--- config.mk ---
export PLATFORM = sky130hd
export DESIGN_NAME = reg_access_seq_flat
export DESIGN_NICKNAME = d
export VERILOG_FILES = /design/src/rtl/reg_access_seq_if.sv /design/src/rtl/reg_access_seq.sv /design/src/flat_wrapper.sv
export SDC_FILE = /design/constraint.sdc
export NUM_CORES = 1
export LEC_CHECK = 0
export ABC_CLOCK_PERIOD_IN_PS = 1900
export CAP_MARGIN = 30
export CORE_MARGIN = 3
export CORE_UTILIZATION = 39
export DETAILED_ROUTE_END_ITERATION = 10
export PLACE_DENSITY = 0.83
export SLEW_MARGIN = 40
export SYNTH_ARGS = -nofsm -noshare
export SYNTH_HDL_FRONTEND = slang
export SYNTH_SLANG_ARGS = --single-unit
--- constraint.sdc ---
create_clock -name clk -period 1.9 [get_ports clk]
set_clock_uncertainty 0.2 [all_clocks]
set_input_delay 0.285 -clock clk [delete_from_list [all_inputs] [get_ports clk]]
set_output_delay 0.285 -clock clk [all_outputs]
set_load 0.005 [all_outputs]
--- src/rtl/reg_access_seq_if.sv ---
// rtl/reg_access_seq_if.sv - decode/execute/register-bank signal bundle for reg_access_seq
interface reg_access_seq_if;

  // Single-port register bank request: mode=1 writes data into register sel
  typedef struct packed {
    logic [31:0] data;
    logic [2:0]  sel;
    logic        mode;
  } reg_in_bus_t;

  logic        req_valid;
  logic        req_ready;
  logic [2:0]  a_sel;
  logic [2:0]  b_sel;
  logic [2:0]  c_sel;
  logic        rd_b;
  logic        rd_c;
  logic        wr_a;
  reg_in_bus_t out_bus;
  logic [31:0] q;
  logic        opnd_valid;
  logic        opnd_ready;
  logic [31:0] b_val;
  logic [31:0] c_val;
  logic        res_valid;
  logic        res_ready;
  logic [31:0] res_data;
  logic        done;
  logic        busy;

  // Sequencer side
  modport master (
    input  req_valid, a_sel, b_sel, c_sel, rd_b, rd_c, wr_a, q,
    input  opnd_ready, res_valid, res_data,
    output req_ready, out_bus, opnd_valid, b_val, c_val, res_ready, done, busy
  );

  // Decode / execute / bank side
  modport slave (
    output req_valid, a_sel, b_sel, c_sel, rd_b, rd_c, wr_a, q,
    output opnd_ready, res_valid, res_data,
    input  req_ready, out_bus, opnd_valid, b_val, c_val, res_ready, done, busy
  );

endinterface

--- src/rtl/reg_access_seq.sv ---
// rtl/reg_access_seq.sv - sequences read B, read C, operand hand-off and write-back of A through one bank port
module reg_access_seq #(
  parameter int unsigned READ_LAT = 1
) (
  input  logic              clk,
  input  logic              reset,
  reg_access_seq_if.master  bus
);

  typedef enum logic [2:0] {
    IDLE = 3'd0,
    RD_B = 3'd1,
    RD_C = 3'd2,
    OPND = 3'd3,
    RES  = 3'd4,
    WR_A = 3'd5
  } state_t;

  localparam logic [2:0] LAT = 3'(READ_LAT);

  state_t      state_q, state_d;
  logic [2:0]  cnt_q, cnt_d;
  logic [2:0]  a_sel_q, a_sel_d;
  logic [2:0]  b_sel_q, b_sel_d;
  logic [2:0]  c_sel_q, c_sel_d;
  logic        rd_c_q, rd_c_d;
  logic        wr_a_q, wr_a_d;
  logic [31:0] res_q, res_d;
  logic [31:0] b_val_q, b_val_d;
  logic [31:0] c_val_q, c_val_d;
  logic        done_q, done_d;

  // Next-state, captured data and all outputs
  always_comb begin
    state_d  = state_q;
    cnt_d    = cnt_q;
    a_sel_d  = a_sel_q;
    b_sel_d  = b_sel_q;
    c_sel_d  = c_sel_q;
    rd_c_d   = rd_c_q;
    wr_a_d   = wr_a_q;
    res_d    = res_q;
    b_val_d  = b_val_q;
    c_val_d  = c_val_q;
    done_d   = 1'b0;

    bus.out_bus    = '0;
    bus.req_ready  = 1'b0;
    bus.opnd_valid = 1'b0;
    bus.res_ready  = 1'b0;
    bus.done       = done_q;
    bus.busy       = (state_q != IDLE);
    bus.b_val      = b_val_q;
    bus.c_val      = c_val_q;

    case (state_q)
      IDLE: begin
        // The done cycle after a write-back is spent in IDLE; keep it closed to new requests
        bus.req_ready = !done_q;
        if (bus.req_valid && !done_q) begin
          a_sel_d = bus.a_sel;
          b_sel_d = bus.b_sel;
          c_sel_d = bus.c_sel;
          rd_c_d  = bus.rd_c;
          wr_a_d  = bus.wr_a;
          b_val_d = '0;
          c_val_d = '0;
          cnt_d   = '0;
          if (bus.rd_b)      state_d = RD_B;
          else if (bus.rd_c) state_d = RD_C;
          else               state_d = OPND;
        end
      end
      RD_B: begin
        bus.out_bus.sel = b_sel_q;
        if (cnt_q == LAT) begin
          b_val_d = bus.q;
          cnt_d   = '0;
          state_d = rd_c_q ? RD_C : OPND;
        end else begin
          cnt_d = cnt_q + 3'd1;
        end
      end
      RD_C: begin
        bus.out_bus.sel = c_sel_q;
        if (cnt_q == LAT) begin
          c_val_d = bus.q;
          cnt_d   = '0;
          state_d = OPND;
        end else begin
          cnt_d = cnt_q + 3'd1;
        end
      end
      OPND: begin
        bus.opnd_valid = 1'b1;
        if (bus.opnd_ready) begin
          if (wr_a_q) begin
            state_d = RES;
          end else begin
            bus.done = 1'b1;
            state_d  = IDLE;
          end
        end
      end
      RES: begin
        bus.res_ready = 1'b1;
        if (bus.res_valid) begin
          res_d   = bus.res_data;
          state_d = WR_A;
        end
      end
      WR_A: begin
        // A reset arriving in the write cycle cancels the beat rather than letting the bank commit it
        if (!reset) begin
          bus.out_bus.mode = 1'b1;
          bus.out_bus.sel  = a_sel_q;
          bus.out_bus.data = res_q;
        end
        done_d  = 1'b1;
        state_d = IDLE;
      end
      default: state_d = IDLE;
    endcase
  end

  // State and capture registers with synchronous reset
  always_ff @(posedge clk) begin
    if (reset) begin
      state_q <= IDLE;
      cnt_q   <= '0;
      a_sel_q <= '0;
      b_sel_q <= '0;
      c_sel_q <= '0;
      rd_c_q  <= 1'b0;
      wr_a_q  <= 1'b0;
      res_q   <= '0;
      b_val_q <= '0;
      c_val_q <= '0;
      done_q  <= 1'b0;
    end else begin
      state_q <= state_d;
      cnt_q   <= cnt_d;
      a_sel_q <= a_sel_d;
      b_sel_q <= b_sel_d;
      c_sel_q <= c_sel_d;
      rd_c_q  <= rd_c_d;
      wr_a_q  <= wr_a_d;
      res_q   <= res_d;
      b_val_q <= b_val_d;
      c_val_q <= c_val_d;
      done_q  <= done_d;
    end
  end

endmodule

--- src/flat_wrapper.sv ---
// flat-port wrapper written by rule: the top's interface ports become plain ports
module reg_access_seq_flat 
#(
  parameter int unsigned READ_LAT = 1
)
  (clk, reset, bus_req_valid, bus_a_sel, bus_b_sel, bus_c_sel, bus_rd_b, bus_rd_c, bus_wr_a, bus_q, bus_opnd_ready, bus_res_valid, bus_res_data, bus_req_ready, bus_out_bus, bus_opnd_valid, bus_b_val, bus_c_val, bus_res_ready, bus_done, bus_busy);
  reg_access_seq_if bus_i ();
  input  logic clk;
  input  logic reset;
  input wire logic [$bits(bus_i.req_valid)-1:0] bus_req_valid;
  input wire logic [$bits(bus_i.a_sel)-1:0] bus_a_sel;
  input wire logic [$bits(bus_i.b_sel)-1:0] bus_b_sel;
  input wire logic [$bits(bus_i.c_sel)-1:0] bus_c_sel;
  input wire logic [$bits(bus_i.rd_b)-1:0] bus_rd_b;
  input wire logic [$bits(bus_i.rd_c)-1:0] bus_rd_c;
  input wire logic [$bits(bus_i.wr_a)-1:0] bus_wr_a;
  input wire logic [$bits(bus_i.q)-1:0] bus_q;
  input wire logic [$bits(bus_i.opnd_ready)-1:0] bus_opnd_ready;
  input wire logic [$bits(bus_i.res_valid)-1:0] bus_res_valid;
  input wire logic [$bits(bus_i.res_data)-1:0] bus_res_data;
  output wire logic [$bits(bus_i.req_ready)-1:0] bus_req_ready;
  output wire logic [$bits(bus_i.out_bus)-1:0] bus_out_bus;
  output wire logic [$bits(bus_i.opnd_valid)-1:0] bus_opnd_valid;
  output wire logic [$bits(bus_i.b_val)-1:0] bus_b_val;
  output wire logic [$bits(bus_i.c_val)-1:0] bus_c_val;
  output wire logic [$bits(bus_i.res_ready)-1:0] bus_res_ready;
  output wire logic [$bits(bus_i.done)-1:0] bus_done;
  output wire logic [$bits(bus_i.busy)-1:0] bus_busy;
  assign bus_i.req_valid = bus_req_valid;
  assign bus_i.a_sel = bus_a_sel;
  assign bus_i.b_sel = bus_b_sel;
  assign bus_i.c_sel = bus_c_sel;
  assign bus_i.rd_b = bus_rd_b;
  assign bus_i.rd_c = bus_rd_c;
  assign bus_i.wr_a = bus_wr_a;
  assign bus_i.q = bus_q;
  assign bus_i.opnd_ready = bus_opnd_ready;
  assign bus_i.res_valid = bus_res_valid;
  assign bus_i.res_data = bus_res_data;
  assign bus_req_ready = bus_i.req_ready;
  assign bus_out_bus = bus_i.out_bus;
  assign bus_opnd_valid = bus_i.opnd_valid;
  assign bus_b_val = bus_i.b_val;
  assign bus_c_val = bus_i.c_val;
  assign bus_res_ready = bus_i.res_ready;
  assign bus_done = bus_i.done;
  assign bus_busy = bus_i.busy;
  reg_access_seq #(.READ_LAT(READ_LAT)) u_core (.clk(clk), .reset(reset), .bus(bus_i));
endmodule
# --- Word-level counts from Yosys, hierarchy flattened ---
# Index checks and enable logic that the tools add are counted.
totals:
  ff_bits: 114
  input_bits: 81
  output_inout_bits: 105
op_classes:
  add_sub_neg: 1
  n_eq_ne: 11
  mux: 28
  reduce_logical: 14
ops:
  columns: ["op", "n"]
  rows:
  - ["32-bit case mux with 2 select lines", 2]
  - ["32-bit two-way mux", 3]
  - ["36-bit two-way mux", 1]
  - ["3-bit two-way mux", 9]
  - ["3-bit case mux with 5 select lines", 1]
  - ["1-bit two-way mux", 10]
  - ["3-bit case mux with 3 select lines", 1]
  - ["3-bit by 1-bit equality test with 1-bit output (second input constant)", 2]
  - ["3-bit by 2-bit equality test with 1-bit output (second input constant)", 2]
  - ["3-bit equality test (second input constant)", 2]
  - ["2-bit by 1-bit inequality test with 1-bit output (second input constant)", 3]
  - ["3-bit case mux with 2 select lines", 1]
  - ["2-bit AND reduction", 3]
  - ["3-bit AND reduction", 2]
  - ["2-bit nonzero test", 3]
  - ["5-bit AND reduction", 1]
  - ["2-bit inequality test (second input constant)", 2]
  - ["3-bit by 1-bit adder with 3-bit output (second input constant)", 1]
  - ["3-bit logical NOT", 1]
  - ["3-bit nonzero test", 1]
  - ["2-bit OR reduction", 1]
  - ["1-bit logical AND", 1]
  - ["1-bit logical NOT", 1]

# --- Depth between registers and ports, before layout ---
# Gate-level depths: netlist (run 1).
depth:
  ltp_word: 4
  ltp_mapped: 7

# --- Least setup slack after synthesis (run 1) ---
# No wires, ideal clock.
synth_path:
  path_type: "reg2reg"
  startpoint: "reg u_core.cnt_q[0]"
  endpoint: "reg u_core.c_val_q[10], in the netlist u_core.bus.c_val[10]"
  setup_ns: 0.128
  arrival_time_ns: 1.644
  required_time_ns: 1.572
  setup_slack_ns: -0.072
  stages_incl_launch_ff: 7
  n_path_buf: 1
  cell_sequence: "dfxtp_1 > or3b_4 > nor4b_4 > nor2_4 > buf_6 > a22oi_2 > nor2_1"
synth_via:
  elab_chain_len: 3
synth_rtl:
  columns: ["element", "line", "text"]
  rows:
  - ["start: declaration", "reg_access_seq.sv:22", "logic [2:0] cnt_q, cnt_d;"]
  - ["start signal: assignment", "reg_access_seq.sv:142", "cnt_q <= cnt_d;"]
  - ["3-bit by 1-bit equality test with 1-bit output", "reg_access_seq.sv:86", "if (cnt_q == LAT) begin"]
  - ["2-bit by 1-bit inequality test with 1-bit output (no source line)", null, null]
  - ["3-bit AND reduction (no source line)", null, null]
  - ["end signal: assignment", "reg_access_seq.sv:150", "c_val_q <= c_val_d;"]
  - ["end: declaration", "reg_access_seq.sv:30", "logic [31:0] c_val_q, c_val_d;"]
# No other way between the ends.
# A chain may end at the register's enable or synchronous reset.

# --- Worst setup path after layout (run 1) ---
layout_path:
  startpoint: "reg u_core.state_q[2]"
  endpoint: "reg u_core.b_val_q[29], in the netlist u_core.bus.b_val[29]"
layout_via:
  elab_chain_len: 3
  elab_cells_between_ends: 7
  cone_classes: "eq/ne (3); mux (1); reduce/logical (3)"
layout_rtl:
  columns: ["element", "line", "text"]
  rows:
  - ["start: declaration", "reg_access_seq.sv:21", "state_t state_q, state_d;"]
  - ["start signal: assignment", "reg_access_seq.sv:141", "state_q <= state_d;"]
  - ["3-bit by 1-bit equality test with 1-bit output or 3-bit logical NOT (tied branches)", "reg_access_seq.sv:56", "case (state_q)"]
  - ["2-bit by 1-bit inequality test with 1-bit output (no source line) or 2-bit nonzero test (tied branches)", null, null]
  - ["3-bit AND reduction (no source line)", null, null]
  - ["end signal: assignment", "reg_access_seq.sv:149", "b_val_q <= b_val_d;"]
  - ["end: declaration", "reg_access_seq.sv:29", "logic [31:0] b_val_q, b_val_d;"]
# Parallel ways exist; a longest one is shown, timed or not.

==> run metrics, run 1 <==
Synth cell types=31; Max stage delay on crit path=0.38 ns; CTS H-tree lvls=4; DP HPWL=9360 µm; Hold/Removal Path Class=input port to flip-flop; all-layer global routing usage=0.235; startpoint types=flip-flop; via count=4852; initial antenna violation count=0; Worst-Margin Slew=0.868 ns; cts bufs inserted=17; Achievable Freq=476 MHz; Post-synth EDFFs=0; worst setup margin=-0.200 ns; Top Ports=186; Vias per Instance=5.42; LEAKAGE=3.14 nW; slowest cell on the critical path=or3_4; Placeable Area=11100 µm²; critical path arrival=2.15 ns; CP delay by family, top=simple AND/OR/NAND/NOR gates; largest family of logic cells by synthesized area=simple AND/OR/NAND/NOR gates; warnings from Yosys=0; global-route wire length before repair=24200 µm; Total Wirelength=17800 µm; Synth Area in Simple Gates=0.229; maximum root-to-sink buffer count=2; most frequent cell after synthesis=dfxtp_1; register area share after synthesis=0.506; Cells after Synth=510; complex-gate fraction of the synthesized area=0.215; DIE AREA=12900 µm²; Area contributors post-synth=dfxtp_1, a22oi_2, nand2_1; router iterations before antenna repair=5; drt initial violations=346; syn_nets=591; Worst-path clk slew=0.06 ns; Max Slew Vio Count=0; CTS tree=built; Synth Flop Type=dfxtp_1; initial core utilization=0.407; Layout Utilization=0.766; CP Class=flip-flop to flip-flop; max-cap viol count=0; pre-CTS setup slack=-0.219 ns; Tcrit/Tclk final=1.11; Final Hold Violating Endpoints=0; Nets=824; post-synthesis xor/xnor area fraction=0.00194; top cells by count, synth=dfxtp_1, nand2_1, nor2_1, a21oi_1, a22oi_1; die width=114 µm; worst path required time=1.95 ns; RSZ-0062 raised after global routing=true; post-route ant nets=0; outcome=finished, violations left; # setup viols final=140; Yosys top cell area share=0.506; Rows=38; vias in the first global route=4881; chip height=114 µm; worst-path cell chain=buf_4, or3_4, buf_6, nor2_4, buf_6, nor2_4, clkbuf_16, a22oi_2, nor2_1; clk root buf=clkbuf_16; min Tclk post-route=2.10 ns; number of I/O port buffers=185; worst-path fanout max=8; relative slew slack=0.421; register bit count reported by yosys=114; Max IR drop VDD=696 µV; Buf/Inv on CP=4; Clock Latency Late Sink=0.40 ns; WL/cell=19.9 µm; diode count=0; largest net degree at the start of global routing=117; CP Capture Type=flip-flop; grt ovf=0; Placer Congestion=0.814; Yosys top cell by area=dfxtp_1; Async SR Flop Fraction=0; adder-cell area share of the yosys netlist=0; pwr dens=1050 nW/µm²; failing checks=negative setup slack; Area growth, synth to finish=87.9%; DRC violations left=0; # clock sinks=114; Netlist Area Pre-Place=4510 µm²; Avg Inst Size Synth=8.85 µm²; share of post-route cells with drive strength above 1=0.427; post-synthesis mux area share=0
[sequential cells by signal, summed over array words and instances, names as in the netlist]
signal            flops
u_core.state_q        3
u_core.done_q         1
u_core.c_sel_q        3
u_core.res_q         32
u_core.b_sel_q        3
u_core.a_sel_q        3
u_core.wr_a_q         1
u_core.bus.b_val     32
u_core.cnt_q          3
u_core.bus.c_val     32
u_core.rd_c_q         1
[logic make-up (layout without fill, tap and decap cells)]
logic type,count (synthesis),in the layout
AND/OR/NAND/NOR,226,226
AO/OA/AOI/OAI,126,126
flip-flops,114,114
buffers and inverters,43,289
XOR/XNOR,1,1
[final cells by class]
| type | instances | area (µm²) |
|---|---|---|
| tap | 140 | 175 |
| clock inverter | 14 | 156 |
| clock buffer | 18 | 439 |
| fill | 669 | 2600 |
| timing repair buffer | 255 | 2850 |
| inverter | 2 | 7.51 |
| sequential | 114 | 2300 |
| multi-input combinational | 353 | 2560 |
[stage by stage]
step	power (mW)	cells	area (µm²)	setup TNS [ns]	hold WS, ns
floorplan	3.75	510	4520	-1.87	0.221
global placement	4.49	824	6640	-14.72	0.237
detailed placement	4.63	826	6670	-13.45	0.243
CTS	8.33	887	7880	-15.33	0.216
global route	9.29	896	8480	-24.82	0.229
finish	8.94	896	8480	-14.86	0.240
[report_power, final]
part	internal [mW]	total [mW]	switching [mW]
registers	2.54	2.67	0.122
logic	1.63	3.09	1.46
clock network	1.98	3.18	1.20
[routing by layer]
layer  share of wire  GRT usage  vias up  wire length [µm]
met1            0.37      0.257     2349              6640
met4           0.031      0.102        0               549
met5               0          0        -                 0
met3            0.10     0.0854       47              1790
met2            0.50      0.410      253              8820
li1                -          -     2203                 -
[worst min-delay path, delay by kind of cell]
family | cells | cell delay, ns
AOI/OAI and AO/OA | 1 | 0.05
buffers and inverters | 1 | 0.40
and+or+nand+nor | 1 | 0.06
[cells in the final DEF, fill, tap and decap left out, drive strengths merged]
master	Yosys	routed
clkdlybuf4s50	0	143
dfxtp	114	114
buf	16	103
nand2	99	99
nor2	75	75
a22oi	64	64
a21oi	50	50
and2	33	33
clkbuf	25	25
clkinv	0	6
clkinvlp	0	4
o21ai	4	4
nor3	4	4
a32oi	4	4
inv	2	4
nand2b	3	3
nor4b	2	2
nand3b	2	2
bufinv	0	2
bufbuf	0	2
or3	2	2
or3b	2	2
o41ai	2	2
and3b	1	1
nor3b	1	1
a31o	1	1
or2	1	1
xor2	1	1
nor2b	1	1
a2bb2oi	1	1
[repair_timing]
action                                  in CTS  in global routing
pin swaps                                   40                 23
gates resized for setup                    264                129
cloned                                       7                  7
hold buffers                                 0                  0
endpoints found under the setup margin     105                151
buffers inserted                            22                  8
[worst paths after layout]
kind / cells past startpoint / endpoint / slack, ns / from
min: 3 / u_core.res_q[11] / 0.24 / bus_res_data[11]
min reg2reg: 2 / u_core.rd_c_q / 0.26 / u_core.rd_c_q
max reg2reg: 9 / u_core.bus.b_val[29] / -0.20 / u_core.state_q[2]
max: 9 / u_core.bus.b_val[29] / -0.20 / u_core.state_q[2]
No activity file was read; power rests on OpenSTA's default activity.
==> inputs of run 2 (changes only) <==
Settings changed: CORE_MARGIN 3 to 2.
==> run 2 against run 1 <==
Effect of this change: the run still ends with negative setup slack left; setup slack improved by 0.026 ns; register-to-register slack improved by 0.03 ns; sequential power barely moved; total power fell by 4.2%; first-iteration DRC count fell by 13%; non-clock buffer count did not move; largest power group unchanged.
==> run metrics, run 2 (same netlist as run 1, synthesis figures left out) <==
Reg2Reg Setup Slack=-0.17 ns (+0.03 ns); all-layer global routing usage=0.235 (about the same); Rows=39 (+2.6%); relative slew slack=0.495 (+0.0733); CP Class=flip-flop to flip-flop; # clock sinks=114 (unchanged); share of post-route cells with drive strength above 1=0.344 (-0.0833); most frequent cells in the layout=clkdlybuf4s50_1, dfxtp_1, nand2_1; worst-path cell chain=or3b_4, nor4b_4, buf_4, nor2_4, buf_16, buf_4, a22oi_2, nor2_1; largest net degree at the start of global routing=117 (unchanged); Placeable Area=11400 µm² (+2.6%); global-route wire length before repair=23800 µm (-1.5%); initial antenna violation count=0 (unchanged); Hold/Removal Path Class=input port to flip-flop; Total Wirelength=16000 µm (-9.8%); drt initial violations=301 (-13%); Tcrit/Tclk final=1.09 (-0.0139); DRC violations left=0 (unchanged); worst reg2reg path depth=8 (-1); startpoint types=flip-flop; R2R Path End=u_core.bus.c_val[30]; failing checks=negative setup slack; Area growth, synth to finish=80.7%; worst path required time=1.96 ns (about the same); Clock Latency Late Sink=0.40 ns (about the same); Fillers=720 (+7.6%); LEAKAGE=3.06 nW (-2.4%); Vias per Instance=5.22 (-3.7%); via count=4690 (-3.3%); critical path arrival=2.13 ns (-0.02 ns); Max Slew Vio Count=0 (unchanged); Layout Utilization=0.718 (-0.0479); max-cap viol count=0 (unchanged); worst setup margin=-0.174 ns (+0.0264 ns); slowest cell on the critical path=or3b_4; initial core utilization=0.397 (-0.0104); most common cell after layout, fill and taps aside=clkdlybuf4s50_1; Achievable Freq=482 MHz (+1.3%); Placer Congestion=0.807 (-0.85%); diode count=0 (unchanged); most frequent CP cell=buf_4; Nets=824 (unchanged); reg2reg start=u_core.cnt_q[2]; WHS Path Cells=3 (unchanged); CP Capture Type=flip-flop; number of I/O port buffers=185 (unchanged); cts bufs inserted=17 (unchanged); startpoint of the worst hold path=bus_res_data[28]; RSZ-0062 raised after global routing=true; post-route ant nets=0 (unchanged); worst-path fanout max=5 (-3); Final Hold Violating Endpoints=0 (unchanged); DIE AREA=12500 µm² (-3.5%); # setup viols final=137 (-2.1%); grt ovf=0 (unchanged); WL/cell=17.9 µm (-10%); chip height=112 µm (-1.8%); Top Ports=186 (unchanged); outcome=finished, violations left; min Tclk post-route=2.07 ns (-0.0264 ns); DP HPWL=9080 µm (-3.0%); die width=112 µm (-1.8%); CTS tree=built; CTS H-tree lvls=4 (unchanged); vias in the first global route=4819 (-1.3%); Worst-path clk slew=0.06 ns (about the same); clk root buf=clkbuf_16; Worst-Margin Slew=0.758 ns (-0.110 ns); Pwr Total=8.57 mW (-4.2%); pwr dens=1050 nW/µm² (-0.42%); maximum root-to-sink buffer count=2 (unchanged); Max stage delay on crit path=0.41 ns (+0.03 ns); Max IR drop VDD=655 µV (-5.9%); Final Instance Area=8160 µm² (-3.8%); router iterations before antenna repair=4 (-1); Hold Path End=u_core.res_q[28]; area post-placement=6730 µm² (+0.81%)
## run 2: changes by cell type in the layout (fill, tap and decap cells not counted), sizes merged
cell | before | now
clkinvlp | 4 | 2
clkbuf | 25 | 21
clkinv | 6 | 4
inv | 4 | 10
bufbuf | 2 | 0
bufinv | 2 | 1
buf | 103 | 108
## run 2: through the flow
step	std cells	setup slack (ns)	hold slack, ns	TNS [ns]
detailed placement	829	-0.198	0.244	-13.22
finish	899	-0.174	0.222	-13.13
CTS	888	-0.204	0.205	-13.46
global route	899	-0.279	0.237	-25.11
floorplan	510	-0.0497	0.221	-1.87
global placement	827	-0.402	0.238	-18.36
## run 2: final cells by class
class | count | area (µm²) | share of cell area
Timing Repair Buffer | 255 | 2760 | 0.339
Multi-Input combinational cell | 353 | 2340 | 0.287
Sequential cell | 114 | 2290 | 0.281
Clock buffer | 17 | 425 | 0.0521
Tap cell | 143 | 179 | 0.0219
Clock inverter | 15 | 149 | 0.0182
Inverter | 2 | 7.51 | 0.000920
## run 2: worst max-delay path by stage
stage / start / endpoint / cells after the start
CTS: u_core.state_q[2] / bus_out_bus[6] / 7
global route: u_core.state_q[0] / u_core.bus.b_val[17] / 8
global placement: bus_req_valid / u_core.bus.c_val[31] / 6
detailed placement: u_core.state_q[2] / bus_out_bus[32] / 5
finish: u_core.cnt_q[2] / u_core.bus.c_val[30] / 8
floorplan: u_core.cnt_q[0] / u_core.bus.c_val[10] / 6
## run 2: where the power goes
part / internal (mW) / switching (mW)
logic: 1.51 / 1.31
registers: 2.54 / 0.111
clock network: 1.84 / 1.25
total: 5.89 / 2.68
## run 2: what timing repair did
action,in CTS,in global routing
setup endpoints to repair,105,151
hold buffers,0,0
buffers inserted,23,9
pin swaps,41,20
resized for setup,244,69
gates cloned,6,4
## run 2: critical path, delay by kind of cell, from the launching register on
| family | cells | cell delay [ns] |
|---|---|---|
| AOI/OAI and AO/OA | 1 | 0.13 |
| and+or+nand+nor | 4 | 0.83 |
| DFF | 1 | 0.31 |
| buffers and inverters | 3 | 0.45 |
## run 2: metal layers
layer  wire length [µm]  vias up  track usage
met3               1570       27       0.0964
li1                   -     2206            -
met2               7930      220        0.390
met1               6270     2237        0.274
met4                282        0       0.0881
met5                  0        -            0
